`config.mk`:
```
export PLATFORM = sky130hd
export DESIGN_NAME = phase_sampler
export DESIGN_NICKNAME = d
export VERILOG_FILES = /design/src/rtl/phase_sampler_pkg.sv /design/src/rtl/phase_sampler_edge_sync.sv /design/src/rtl/phase_sampler.sv
export SDC_FILE = /design/constraint.sdc
export NUM_CORES = 1
export LEC_CHECK = 0
export CAP_MARGIN = 10
export CORE_MARGIN = 10
export CORE_UTILIZATION = 45
export CTS_CLUSTER_SIZE = 28
export DETAILED_ROUTE_END_ITERATION = 8
export PLACE_DENSITY_LB_ADDON = 0.15
export SLEW_MARGIN = 20
export SYNTH_ARGS = -nofsm -noshare
export SYNTH_HDL_FRONTEND = slang
export SYNTH_SLANG_ARGS = --single-unit
```
`constraint.sdc`:
```
create_clock -name OSC -period 4.8 [get_ports OSC]
set_input_delay 0.96 -clock OSC [delete_from_list [all_inputs] [get_ports OSC]]
set_output_delay 0.96 -clock OSC [all_outputs]
set_load 0.005 [all_outputs]
```
`src/rtl/phase_sampler_pkg.sv`:
```
// ---------------------------------------------------------------------------
// phase_sampler_pkg
// Shared types and constants for the phase sampler block:
//   state_e    output FSM states (IDLE, SEND)
//   ph_idx_t   2-bit phase / channel index
//   NUM_PH     number of strobe phases (4)
//   PH_LAST    index of the phase whose capture closes a frame (3)
//   lowest_set helper returning the lowest set bit index of a phase vector
// ---------------------------------------------------------------------------
package phase_sampler_pkg;

  localparam int NUM_PH  = 4;
  localparam int PH_LAST = 3;

  typedef logic [1:0] ph_idx_t;

  typedef enum logic {
    IDLE,
    SEND
  } state_e;

  // Index of the lowest set bit; 0 when the vector is empty.
  function automatic ph_idx_t lowest_set(input logic [NUM_PH-1:0] v);
    ph_idx_t idx;
    idx = '0;
    for (int i = NUM_PH - 1; i >= 0; i--) begin
      if (v[i]) idx = ph_idx_t'(i);
    end
    return idx;
  endfunction

endpackage

```
`src/rtl/phase_sampler_edge_sync.sv`:
```
// ---------------------------------------------------------------------------
// phase_edge_sync
// Two-flop synchronizer followed by a rising-edge detector, W bits wide.
// rise_o pulses for one clock, two clocks after an input rises.
// Ports:
//   clk_i    clock (rising edge)
//   rst_i    synchronous, active-high reset
//   async_i  asynchronous strobes
//   rise_o   one-cycle rising-edge pulses (sync2 & ~sync3)
// ---------------------------------------------------------------------------
module phase_edge_sync #(
  parameter int W = 4
) (
  input  logic         clk_i,
  input  logic         rst_i,
  input  logic [W-1:0] async_i,
  output logic [W-1:0] rise_o
);

  logic [W-1:0] sync1_q, sync2_q, sync3_q;

  // NOTE: registers use non-blocking assignments so every flop samples the
  // pre-edge value of its neighbour; blocking here would collapse the chain.
  always_ff @(posedge clk_i) begin
    if (rst_i) begin
      sync1_q <= '0;
      sync2_q <= '0;
      sync3_q <= '0;
    end else begin
      sync1_q <= async_i;
      sync2_q <= sync1_q;
      sync3_q <= sync2_q;
    end
  end

  assign rise_o = sync2_q & ~sync3_q;

endmodule

```
`src/rtl/phase_sampler.sv`:
```
// ---------------------------------------------------------------------------
// phase_sampler
// Samples the shared ADC bus on the rising edge of each phase strobe C0..C3,
// averages each channel over 2^AVG_LOG2 frames and streams the four results
// out over a valid/ready port.
// Optional build macro: PHASE_SAMPLER_SEQ_CHECK_EN enables phase-order
// checking (SEQ_ERR); without it SEQ_ERR is tied low.
// Ports:
//   OSC        clock (rising edge)
//   RES_HARD   synchronous, active-high reset
//   C0..C3     phase strobes; a C3 capture closes a frame
//   ADC_DATA   converter sample, stable while a strobe is high
//   DATA_OUT   averaged sample       CH_OUT    channel index of DATA_OUT
//   VALID_OUT  transfer valid        READY_IN  consumer accepts transfer
//   OVERRUN    sticky: a result set was dropped
//   SEQ_ERR    sticky: phase-order error
// ---------------------------------------------------------------------------
module phase_sampler
  import phase_sampler_pkg::*;
#(
  parameter int DW       = 12,
  parameter int AVG_LOG2 = 2
) (
  input  logic          OSC,
  input  logic          RES_HARD,
  input  logic          C0,
  input  logic          C1,
  input  logic          C2,
  input  logic          C3,
  input  logic [DW-1:0] ADC_DATA,
  output logic [DW-1:0] DATA_OUT,
  output logic [1:0]    CH_OUT,
  output logic          VALID_OUT,
  input  logic          READY_IN,
  output logic          OVERRUN,
  output logic          SEQ_ERR
);

  localparam int ACW = DW + AVG_LOG2;
  localparam int FCW = (AVG_LOG2 > 0) ? AVG_LOG2 : 1;
  localparam logic [FCW-1:0] FRAME_LAST = FCW'((1 << AVG_LOG2) - 1);

  logic [NUM_PH-1:0] rise;
  logic [NUM_PH-1:0] cap;
  logic              seq_bad;

  phase_edge_sync #(.W(NUM_PH)) u_edge_sync (
    .clk_i   (OSC),
    .rst_i   (RES_HARD),
    .async_i ({C3, C2, C1, C0}),
    .rise_o  (rise)
  );

`ifdef PHASE_SAMPLER_SEQ_CHECK_EN
  ph_idx_t exp_ph_q, exp_ph_d;
  logic    seq_err_q, seq_err_d;

  // Any edge other than the single expected one discards the capture.
  always_comb begin
    seq_bad   = (rise != '0) && (rise != (NUM_PH'(1) << exp_ph_q));
    cap       = seq_bad ? '0 : rise;
    exp_ph_d  = exp_ph_q;
    seq_err_d = seq_err_q | seq_bad;
    if (seq_bad)          exp_ph_d = lowest_set(rise) + ph_idx_t'(1);
    else if (rise != '0)  exp_ph_d = exp_ph_q + ph_idx_t'(1);
  end

  always_ff @(posedge OSC) begin
    if (RES_HARD) begin
      exp_ph_q  <= '0;
      seq_err_q <= 1'b0;
    end else begin
      exp_ph_q  <= exp_ph_d;
      seq_err_q <= seq_err_d;
    end
  end

  assign SEQ_ERR = seq_err_q;
`else
  assign seq_bad = 1'b0;
  assign cap     = rise;
  assign SEQ_ERR = 1'b0;
`endif

  // Datapath state
  logic [ACW-1:0] acc_q [NUM_PH];
  logic [ACW-1:0] acc_d [NUM_PH];
  logic [ACW-1:0] sum   [NUM_PH];
  logic [DW-1:0]  out_buf_q [NUM_PH];
  logic [DW-1:0]  out_buf_d [NUM_PH];
  logic [FCW-1:0] frame_cnt_q, frame_cnt_d;
  logic           pending_q, pending_d;
  logic           overrun_q, overrun_d;
  logic           frame_end;

  // FSM state
  state_e  state_q, state_d;
  ph_idx_t ch_q, ch_d;

  // NOTE: every combinational output gets a default before any branch, so
  // no path leaves a signal unassigned and no latch is inferred.
  always_comb begin
    frame_end   = cap[PH_LAST] && (frame_cnt_q == FRAME_LAST);
    frame_cnt_d = frame_cnt_q;
    pending_d   = pending_q;
    overrun_d   = overrun_q;
    for (int n = 0; n < NUM_PH; n++) begin
      sum[n]       = acc_q[n] + (cap[n] ? ACW'(ADC_DATA) : '0);
      acc_d[n]     = sum[n];
      out_buf_d[n] = out_buf_q[n];
    end

    if (cap[PH_LAST]) frame_cnt_d = frame_end ? '0 : frame_cnt_q + FCW'(1);

    // Sum includes this cycle's sample, so the C3 of the last frame counts.
    if (frame_end) begin
      for (int n = 0; n < NUM_PH; n++) acc_d[n] = '0;
      if (state_q == IDLE && !pending_q) begin
        for (int n = 0; n < NUM_PH; n++) out_buf_d[n] = DW'(sum[n] >> AVG_LOG2);
        pending_d = 1'b1;
      end else begin
        overrun_d = 1'b1;
      end
    end

    if (seq_bad) begin
      for (int n = 0; n < NUM_PH; n++) acc_d[n] = '0;
      frame_cnt_d = '0;
    end

    // Load never coincides with this: it requires pending_q low.
    if (state_q == IDLE && pending_q) pending_d = 1'b0;
  end

  // NOTE: the output buffer is only four words and must read as zero after
  // reset, so it is reset like plain flops rather than treated as a RAM.
  always_ff @(posedge OSC) begin
    if (RES_HARD) begin
      for (int n = 0; n < NUM_PH; n++) begin
        acc_q[n]     <= '0;
        out_buf_q[n] <= '0;
      end
      frame_cnt_q <= '0;
      pending_q   <= 1'b0;
      overrun_q   <= 1'b0;
    end else begin
      for (int n = 0; n < NUM_PH; n++) begin
        acc_q[n]     <= acc_d[n];
        out_buf_q[n] <= out_buf_d[n];
      end
      frame_cnt_q <= frame_cnt_d;
      pending_q   <= pending_d;
      overrun_q   <= overrun_d;
    end
  end

  // FSM: state register
  always_ff @(posedge OSC) begin
    if (RES_HARD) begin
      state_q <= IDLE;
      ch_q    <= '0;
    end else begin
      state_q <= state_d;
      ch_q    <= ch_d;
    end
  end

  // FSM: next state
  always_comb begin
    state_d = state_q;
    ch_d    = ch_q;
    case (state_q)
      IDLE: begin
        if (pending_q) begin
          state_d = SEND;
          ch_d    = '0;
        end
      end
      SEND: begin
        if (READY_IN) begin
          if (ch_q == ph_idx_t'(PH_LAST)) state_d = IDLE;
          else                            ch_d    = ch_q + ph_idx_t'(1);
        end
      end
      default: state_d = IDLE;
    endcase
  end

  // FSM: outputs
  always_comb begin
    VALID_OUT = 1'b0;
    CH_OUT    = '0;
    DATA_OUT  = '0;
    if (state_q == SEND) begin
      VALID_OUT = 1'b1;
      CH_OUT    = ch_q;
      DATA_OUT  = out_buf_q[ch_q];
    end
  end

  assign OVERRUN = overrun_q;

endmodule
```
Yosys cells after proc, flatten, opt, wreduce, memory -nomap -nowiden

Memory sizes are Yosys's and may differ from the RTL's. A register that Yosys moved wholly into a read port is not among the register bits.
Cells that the tools add are included.

Add/sub/neg operators: 6
Eq/ne operators: 7
Multiplexer cells: 32
Bitwise gates (word level): 12
Reduce and logical (&&, ||, !) cells: 9

Operator list:

| kind                  | count |
|---|---|
| $mux W12              | 9 |
| $mux W48              | 2 |
| $add A14 B12 Y14      | 4 |
| $mux W14              | 4 |
| $mux W56              | 1 |
| $mux W2               | 7 |
| $ne A2 B2 Y1 const B  | 4 |
| $or A1 B1 Y1          | 8 |
| $mux W1               | 7 |
| $reduce_and A3 Y1     | 2 |
| $add A2 B1 Y2 const B | 2 |
| $and A4 B4 Y4         | 1 |
| $eq A2 B2 Y1 const B  | 2 |
| $not A4 Y4            | 1 |
| $pmux W2 S2           | 1 |
| $reduce_and A2 Y1     | 2 |
| $logic_and A1 B1 Y1   | 3 |
| $not A1 Y1            | 2 |
| $pmux W1 S2           | 1 |
| $reduce_or A2 Y1      | 1 |
| $logic_not A1 Y1      | 1 |
| $ne A1 B1 Y1 const B  | 1 |

Flip-flop bits (word level): 19
RAM bits: 104
Input port bits: 19
Logic and storage cells: 76
Memories: 2

Memories:

| name      | depth | bits a word | read ports | clocked after Yosys merged registers in | write ports | line                | text |
|---|---|---|---|---|---|---|---|
| acc_q     | 4     | 14          | 4          | 0                                       | 4           | phase_sampler.sv:86 | `logic [ACW-1:0] acc_q [NUM_PH];` |
| out_buf_q | 4     | 12          | 1          | 1                                       | 4           | phase_sampler.sv:89 | `logic [DW-1:0] out_buf_q [NUM_PH];` |

Logic depth before layout (Yosys ltp)

Gate-level depths: netlist (run 1).

Word-level depth: 7
Depth in mapped cells: 13

Hierarchy

Synthesis (run 1) repeated with hierarchy kept, for this count alone.

Cells, all modules: 704
Area, all modules: 6957.9 sq um

By module, submodules not included:

| module          | instances | cells each | area each (sq um) | sequential area each (sq um) |
|---|---|---|---|---|
| phase_sampler   | 1         | 675        | 6566.3            | 2742.6 |
| phase_edge_sync | 1         | 29         | 391.6             | 240.2 |

Least setup slack after synthesis (run 1)

OpenSTA, ideal clock, no wires.

Kind: input-to-reg
From: input port RES_HARD
To: memory out_buf_q[0][0] (enable)
Data arrival time: 3610 ps
Required time: 4346 ps
Slack: 736 ps
Stages: 4
Buffers on the path: 2
Cells stage by stage: buf_1 -> clkbuf_1 -> nor2_1 -> nor2_1

RTL lines:

| what               | line                | text |
|---|---|---|
| start: declaration | phase_sampler.sv:25 | `input logic RES_HARD,` |
| end: declaration   | phase_sampler.sv:89 |  |

==> impl_metrics.env, run 1 <==
export IMPL_comb_power_share_pct=7.3
export IMPL_nets=795
export IMPL_antenna_found_initial=0
export IMPL_drtAntennaViolNets=0
export IMPL_first_global_vias=4845
export IMPL_die_h_microns=142
export IMPL_ys_types=51
export IMPL_cts_tree="done"
export IMPL_worstHoldPathType="reg2reg"
export IMPL_routabilityCongestion=0.826
export IMPL_critPathArrivalTime_ns=2.53
export IMPL_fillers=1274
export IMPL_pin_count=36
export IMPL_syn_to_final_growth_pct=16.0
export IMPL_met2_usage_pct=25.5
export IMPL_critPathKind="reg2out"
export IMPL_worst_skew_pair_late_latency_ns=0.42
export IMPL_synth_seq_cells=125
export IMPL_netlist_area_sq_mm=0.00672
export IMPL_core_area_sq_mm=0.0146
export IMPL_vias=4941
export IMPL_cp_max_fo=12
export IMPL_leakage_nw=3.13
export IMPL_end_kind="output port"
export IMPL_synth_main_ff_cell="dfxtp_1"
export IMPL_cts_buffers_inserted=17
export IMPL_p_seq_share_pct=44.4
export IMPL_met1_usage_pct=19.7
export IMPL_rows=44
export IMPL_p_sw_share_pct=22.6
export IMPL_synth_edf_count=48
export IMPL_max_clock_path_buffers=2
export IMPL_first_iter_violations=290
export IMPL_p_clk_share_pct=48.3
export IMPL_grt_use_met3_pct=4.34
export IMPL_worstPathRequired_ns=3.84
export IMPL_cp_slowest_cell="dfxtp_1"
export IMPL_floorplan_die_area_sq_mm=0.0202
export IMPL_async_flop_share_pct=0
export IMPL_drt_wl_total_microns=15500
export IMPL_drc=0
export IMPL_grt_usage_pct=15.8
export IMPL_setup_viol=0
export IMPL_grt_pass1_wl_microns=25300
export IMPL_busiest_layer="met2"
export IMPL_crit_chain="mux4_2 > and2_1 > clkdlybuf4s50_1"
export IMPL_final_cell_mix="nor2_1, dfxtp_1, and2_1"
export IMPL_yosysWarnings=0
export IMPL_grt_setup_unrepaired="no"
export IMPL_critPathLaunchType="flip-flop"
export IMPL_timing_slew_headroom_pct=37.4
export IMPL_cp_num_buf_inv=1
export IMPL_skew_ns=0.00833
export IMPL_final_setup_tns_ns=0
export IMPL_max_stage_delay_ns=0.85
export IMPL_hpwlAfterDp_microns=11400
export IMPL_wl_per_cell_microns=16.9
export IMPL_postSynthAreaPerCell_sq_um=9.71
export IMPL_slew_viol_final=0
export IMPL_vdd_ir_drop_worst_mv=0.254
export IMPL_hold_viol_final=0
export IMPL_hold_buffers=0
export IMPL_yosysSeqAreaShare_pct=44.4
export IMPL_power_density_mw_per_mm2=334
export IMPL_setup_ws_ns=1.31
export IMPL_grt_max_degree=49
export IMPL_post_place_ws_ns=1.01
export IMPL_path_clk_slew_ns=0.05
export IMPL_cp_top_family="flip-flops"
export IMPL_fmax_mhz=286
export IMPL_p_int_w=0.00201
export IMPL_period_minus_slack_ns=3.49
export IMPL_drv_cap=0
export IMPL_outcome="complete, no violations"
export IMPL_htree_levels=4
export IMPL_switchingPower_w=0.000587
export IMPL_cts_setup_buffers=0
export IMPL_die_w_microns=142
export IMPL_layout_commonest_cell="nor2_1"
export IMPL_cts_sink_count=125
export IMPL_drtPass1Iterations=4
export IMPL_io_buffers=34
export IMPL_worstMarginPinSlew_ns=0.930
export IMPL_initial_core_util_pct=46.1
export IMPL_drive_gt1_share_pct=6.94
export IMPL_cts_resized=0
export IMPL_syn_inst=692
export IMPL_diodes=0
export IMPL_fin_crit_sh_pct=72.7
export IMPL_syn_nets=765
export IMPL_cts_root_buf="clkbuf_16"
export IMPL_vias_per_cell=5.38
export IMPL_overflow=0
==> flip-flops by register name, indices dropped and copies added, names as in the netlist, named ones only <==
signal,flops
out_buf_q,48
u_edge_sync.sync3_q,4
u_edge_sync.sync2_q,4
OVERRUN,1
u_edge_sync.sync1_q,4
acc_q,56
frame_cnt_q,2
pending_q,1
state_q,1
ch_q,2
==> worst reg2reg max path, stage by stage (launching register included) <==
cell and delay (ns):
dfxtp_1 0.32, nor2b_2 0.59, nand2_1 0.22, inv_1 0.10
ha_1 0.25, a211oi_1 0.23, nor2_1 0.11, o31ai_1 0.63
a21oi_1 0.18, xnor2_1 0.31, nor2_1 0.11
==> per-layer routing <==
| layer | wire length (microns) | up-vias |
|---|---|---|
| li1 | - | 2476 |
| met2 | 7280 | 110 |
| met4 | 366 | 0 |
| met3 | 858 | 27 |
| met5 | 0 | - |
| met1 | 6990 | 2328 |
==> per-stage QoR <==
stage	power [W]	instance area [sq um]	hold slack, ns	util [%]	std cells
5_1_grt	0.00270	7800	0.448	53.4	919
6_report	0.00260	7800	0.437	53.4	919
2_1_floorplan	0.00130	6720	0.414	-	692
3_3_place_gp	0.00136	7210	0.426	49.4	887
4_1_cts	0.00262	7800	0.442	53.4	919
3_5_place_dp	0.00137	7210	0.429	49.4	887
==> power by group through the flow <==
stage	sequential, W	combinational (W)	clock, W
finish	0.00115	0.000190	0.00126
global route	0.00116	0.000213	0.00133
CTS	0.00115	0.000191	0.00128
detailed placement	0.00118	0.000190	0
global placement	0.00118	0.000187	0
floorplan	0.00117	0.000132	0
==> cell families (layout without fill, tap and decap cells) <==
logic type | count (synthesis) | after routing | synth area share [%]
other | 1 | 1 | 0.0558
multiplexers | 13 | 13 | 4.17
flip-flops | 125 | 125 | 44.4
buffers and inverters | 44 | 87 | 2.76
AND/OR/NAND/NOR | 281 | 281 | 20.7
adder cells (fa/ha/maj) | 54 | 54 | 10.5
XOR/XNOR | 40 | 40 | 5.21
AO/OA/AOI/OAI | 134 | 134 | 12.3
==> final timing paths <==
kind,start,endpoint,slack (ns),cells after the start
setup / recovery,flip-flop,DATA_OUT[11],1.31,3
hold reg to reg,u_edge_sync.sync1_q[2]$_SDFF_PP0_,u_edge_sync.sync2_q[2]$_SDFF_PP0_,0.44,1
setup reg to reg,u_edge_sync.sync2_q[3]$_SDFF_PP0_,out_buf_q[3][5]$_SDFFCE_PN0P_,1.48,10
hold / removal,u_edge_sync.sync1_q[2]$_SDFF_PP0_,u_edge_sync.sync2_q[2]$_SDFF_PP0_,0.44,1
==> layout make-up <==
class                           instances  area, sq um  area share, %
Clock inverter                         12          119           1.52
Sequential cell                       125         2980           38.3
Multi-Input combinational cell        523         3560           45.7
Inverter                               17         63.8          0.818
Tap cell                              184          230           2.95
Clock buffer                           20          467           5.99
Timing Repair Buffer                   38          370           4.75
==> synth_stat cells, types with 3 or more instances <==
master / number / area, sq um
nor2_1: 126 / 473
dfxtp_1: 77 / 1540
and2_1: 73 / 457
ha_1: 50 / 626
edfxtp_1: 48 / 1440
a21oi_1: 43 / 215
o21ai_0: 31 / 155
xor2_1: 24 / 210
nand2_1: 22 / 82.6
clkbuf_1: 21 / 78.8
nor2b_1: 20 / 125
inv_1: 17 / 63.8
xnor2_1: 16 / 140
a21o_1: 12 / 90.1
mux4_2: 12 / 270
nand3_1: 7 / 35.0
o21a_1: 7 / 52.6
a211oi_1: 6 / 45.0
a31oi_1: 6 / 37.5
nand2b_1: 6 / 37.5
nor3_1: 6 / 30.0
a21boi_0: 5 / 37.5
and3_1: 5 / 31.3
nand4_1: 5 / 31.3
fa_1: 4 / 80.1
o21bai_1: 4 / 30.0
o31ai_1: 4 / 30.0
o211ai_1: 3 / 22.5
or3_1: 3 / 18.8
No activity file was read; power rests on OpenSTA's default activity.
==> inputs of run 2 (changes only) <==
==> constraint.sdc (replaced) <==
create_clock -name OSC -period 3.2 [get_ports OSC]
set_input_delay 0.64 -clock OSC [delete_from_list [all_inputs] [get_ports OSC]]
set_output_delay 0.64 -clock OSC [all_outputs]
set_load 0.005 [all_outputs]
==> run 2 against run 1 <==
  * Combinational power increased by 64%
  * Critical path type is now in2reg
  * Critical endpoint is now out_buf_q[0][8]$_SDFFCE_PN0P_
  * Routed wire length increased by 3.5%
  * Total power increased by 47%
  * Clock skew decreased by 0.0019 ns
  * Via count increased by 3.8%
  * Cell count increased by 4.0%
  * Clock-buffer cell count increased by 3
  * Sequential cell count unchanged
==> impl_metrics.env, run 2 (synthesized netlist as in run 1, its figures left out) <==
export IMPL_syn_to_final_growth_pct=19.7
export IMPL_fin_crit_sh_pct=91.6
export IMPL_worstPathRequired_ns=3.48
export IMPL_first_iter_violations=375
export IMPL_cp_max_fo=4
export IMPL_htree_levels=4
export IMPL_pin_count=36
export IMPL_die_w_microns=142
export IMPL_critPathKind="in2reg"
export IMPL_post_place_ws_ns=-0.124
export IMPL_regMostFlops="acc_q"
export IMPL_drtPass1Iterations=4
export IMPL_cts_sink_count=125
export IMPL_reg_top3="acc_q (56), out_buf_q (48)"
export IMPL_cts_buffers_inserted=17
export IMPL_cp_startpoint="ADC_DATA[0]"
export IMPL_path_clk_slew_ns=0.05
export IMPL_final_util_pct=55.2
export IMPL_outcome="complete, no violations"
export IMPL_grt_max_degree=49
export IMPL_floorplan_die_area_sq_mm=0.0202
export IMPL_fmax_mhz=341
export IMPL_max_clock_path_buffers=2
export IMPL_vias_per_cell=5.37
export IMPL_hold_viol_final=0
export IMPL_skew_ns=0.00646
export IMPL_period_minus_slack_ns=2.93
export IMPL_drive_gt1_share_pct=11.0
export IMPL_setup_viol=0
export IMPL_hpwlAfterDp_microns=11900
export IMPL_end_kind="flip-flop"
export IMPL_cts_setup_buffers=0
export IMPL_cts_resized=0
export IMPL_worstMarginPinSlew_ns=0.814
export IMPL_die_h_microns=142
export IMPL_worstHoldPathType="reg2reg"
export IMPL_initial_core_util_pct=46.1
export IMPL_setup_ws_ns=0.270
export IMPL_overflow=0
export IMPL_antenna_found_initial=0
export IMPL_vias=5131
export IMPL_core_area_sq_mm=0.0146
export IMPL_diodes=0
export IMPL_r2r_start="u_edge_sync.sync2_q[0]$_SDFF_PP0_"
export IMPL_grt_usage_pct=16.3
export IMPL_layout_commonest_cell="nor2_1"
export IMPL_slew_viol_final=0
export IMPL_critPathLaunchType="input port"
export IMPL_timing_slew_headroom_pct=45.6
export IMPL_rows=44
export IMPL_io_buffers=34
export IMPL_critPathArrivalTime_ns=3.21
export IMPL_grt_setup_unrepaired="no"
export IMPL_grt_pass1_wl_microns=25900
export IMPL_routabilityCongestion=0.882
export IMPL_nets=832
export IMPL_hp_start="u_edge_sync.sync1_q[3]$_SDFF_PP0_"
export IMPL_fillers=1304
export IMPL_largest_reg_flops=56
export IMPL_first_global_vias=5090
export IMPL_leakage_nw=3.30
export IMPL_worst_skew_pair_late_latency_ns=0.41
export IMPL_vdd_ir_drop_worst_mv=0.348
export IMPL_power_density_mw_per_mm2=475
export IMPL_drtAntennaViolNets=0
export IMPL_cts_root_buf="clkbuf_16"
export IMPL_hold_buffers=0
export IMPL_final_cell_mix="nor2_1, dfxtp_1, and2_1"
export IMPL_rrSetupSlack_ns=0.43
export IMPL_cts_tree="done"
export IMPL_drc=0
export IMPL_drt_wl_total_microns=16000
export IMPL_wl_per_cell_microns=16.8
export IMPL_place_area_sq_mm=0.00750
export IMPL_stdcell_area_sq_mm=0.00805
export IMPL_drv_cap=0
## run 2: changes by cell type in the layout (fill, tap and decap cells not counted)
| cell | previous run | this run |
|---|---|---|
| clkinv_2 | 3 | 4 |
| clkinv_4 | 2 | 0 |
| buf_4 | 4 | 40 |
| clkinvlp_4 | 2 | 1 |
| clkbuf_1 | 0 | 3 |
| buf_12 | 0 | 1 |
| bufinv_16 | 2 | 1 |
## run 2: cell type report
type,instances,area (sq um),area share (%)
Timing Repair Buffer,75,661,8.21
Multi-Input combinational cell,523,3560,44.3
Sequential cell,125,2980,37.1
Clock inverter,9,68.8,0.855
Inverter,17,63.8,0.793
Clock buffer,23,478,5.94
Tap cell,184,230,2.86
## run 2: per-stage QoR
stage / power [W] / instances / setup TNS (ns) / hold slack (ns)
after CTS: 0.00386 / 956 / 0 / 0.448
final: 0.00382 / 956 / 0 / 0.441
after floorplan: 0.00195 / 692 / 0 / 0.414
after detailed placement: 0.00207 / 924 / -0.707 / 0.430
after global placement: 0.00207 / 924 / -0.285 / 0.430
after global routing: 0.00397 / 956 / 0 / 0.456
## run 2: final timing paths
path	end	depth (start not counted)
max	out_buf_q[0][8]$_SDFFCE_PN0P_	11
min	u_edge_sync.sync2_q[3]$_SDFF_PP0_	1
max reg2reg	out_buf_q[0][8]$_SDFFCE_PN0P_	12
min reg2reg	u_edge_sync.sync2_q[3]$_SDFF_PP0_	1
## run 2: per-layer routing
layer / part of all wire (%) / global-route usage, %
met5: 0 / 0
met1: 45 / 19.7
met2: 48 / 26.7
met3: 5.0 / 4.14
met4: 2.3 / 7.15
## run 2: critical path: stages
cell	delay (ns)
clkdlybuf4s50_1	0.55
and2_1	0.16
ha_1	0.17
inv_1	0.06
fa_1	0.41
nor2b_1	0.18
o31a_1	0.21
o2111ai_1	0.12
and3_1	0.22
or4_1	0.41
nand3_1	0.09
## run 2: where the power goes
| part | total, W | switching (W) | internal [W] |
|---|---|---|---|
| sequential | 0.00173 | 0.0000212 | 0.00171 |
| clock | 0.00178 | 0.000669 | 0.00111 |
| combinational | 0.000311 | 0.000175 | 0.000135 |
| total | 0.00382 | 0.000865 | 0.00296 |
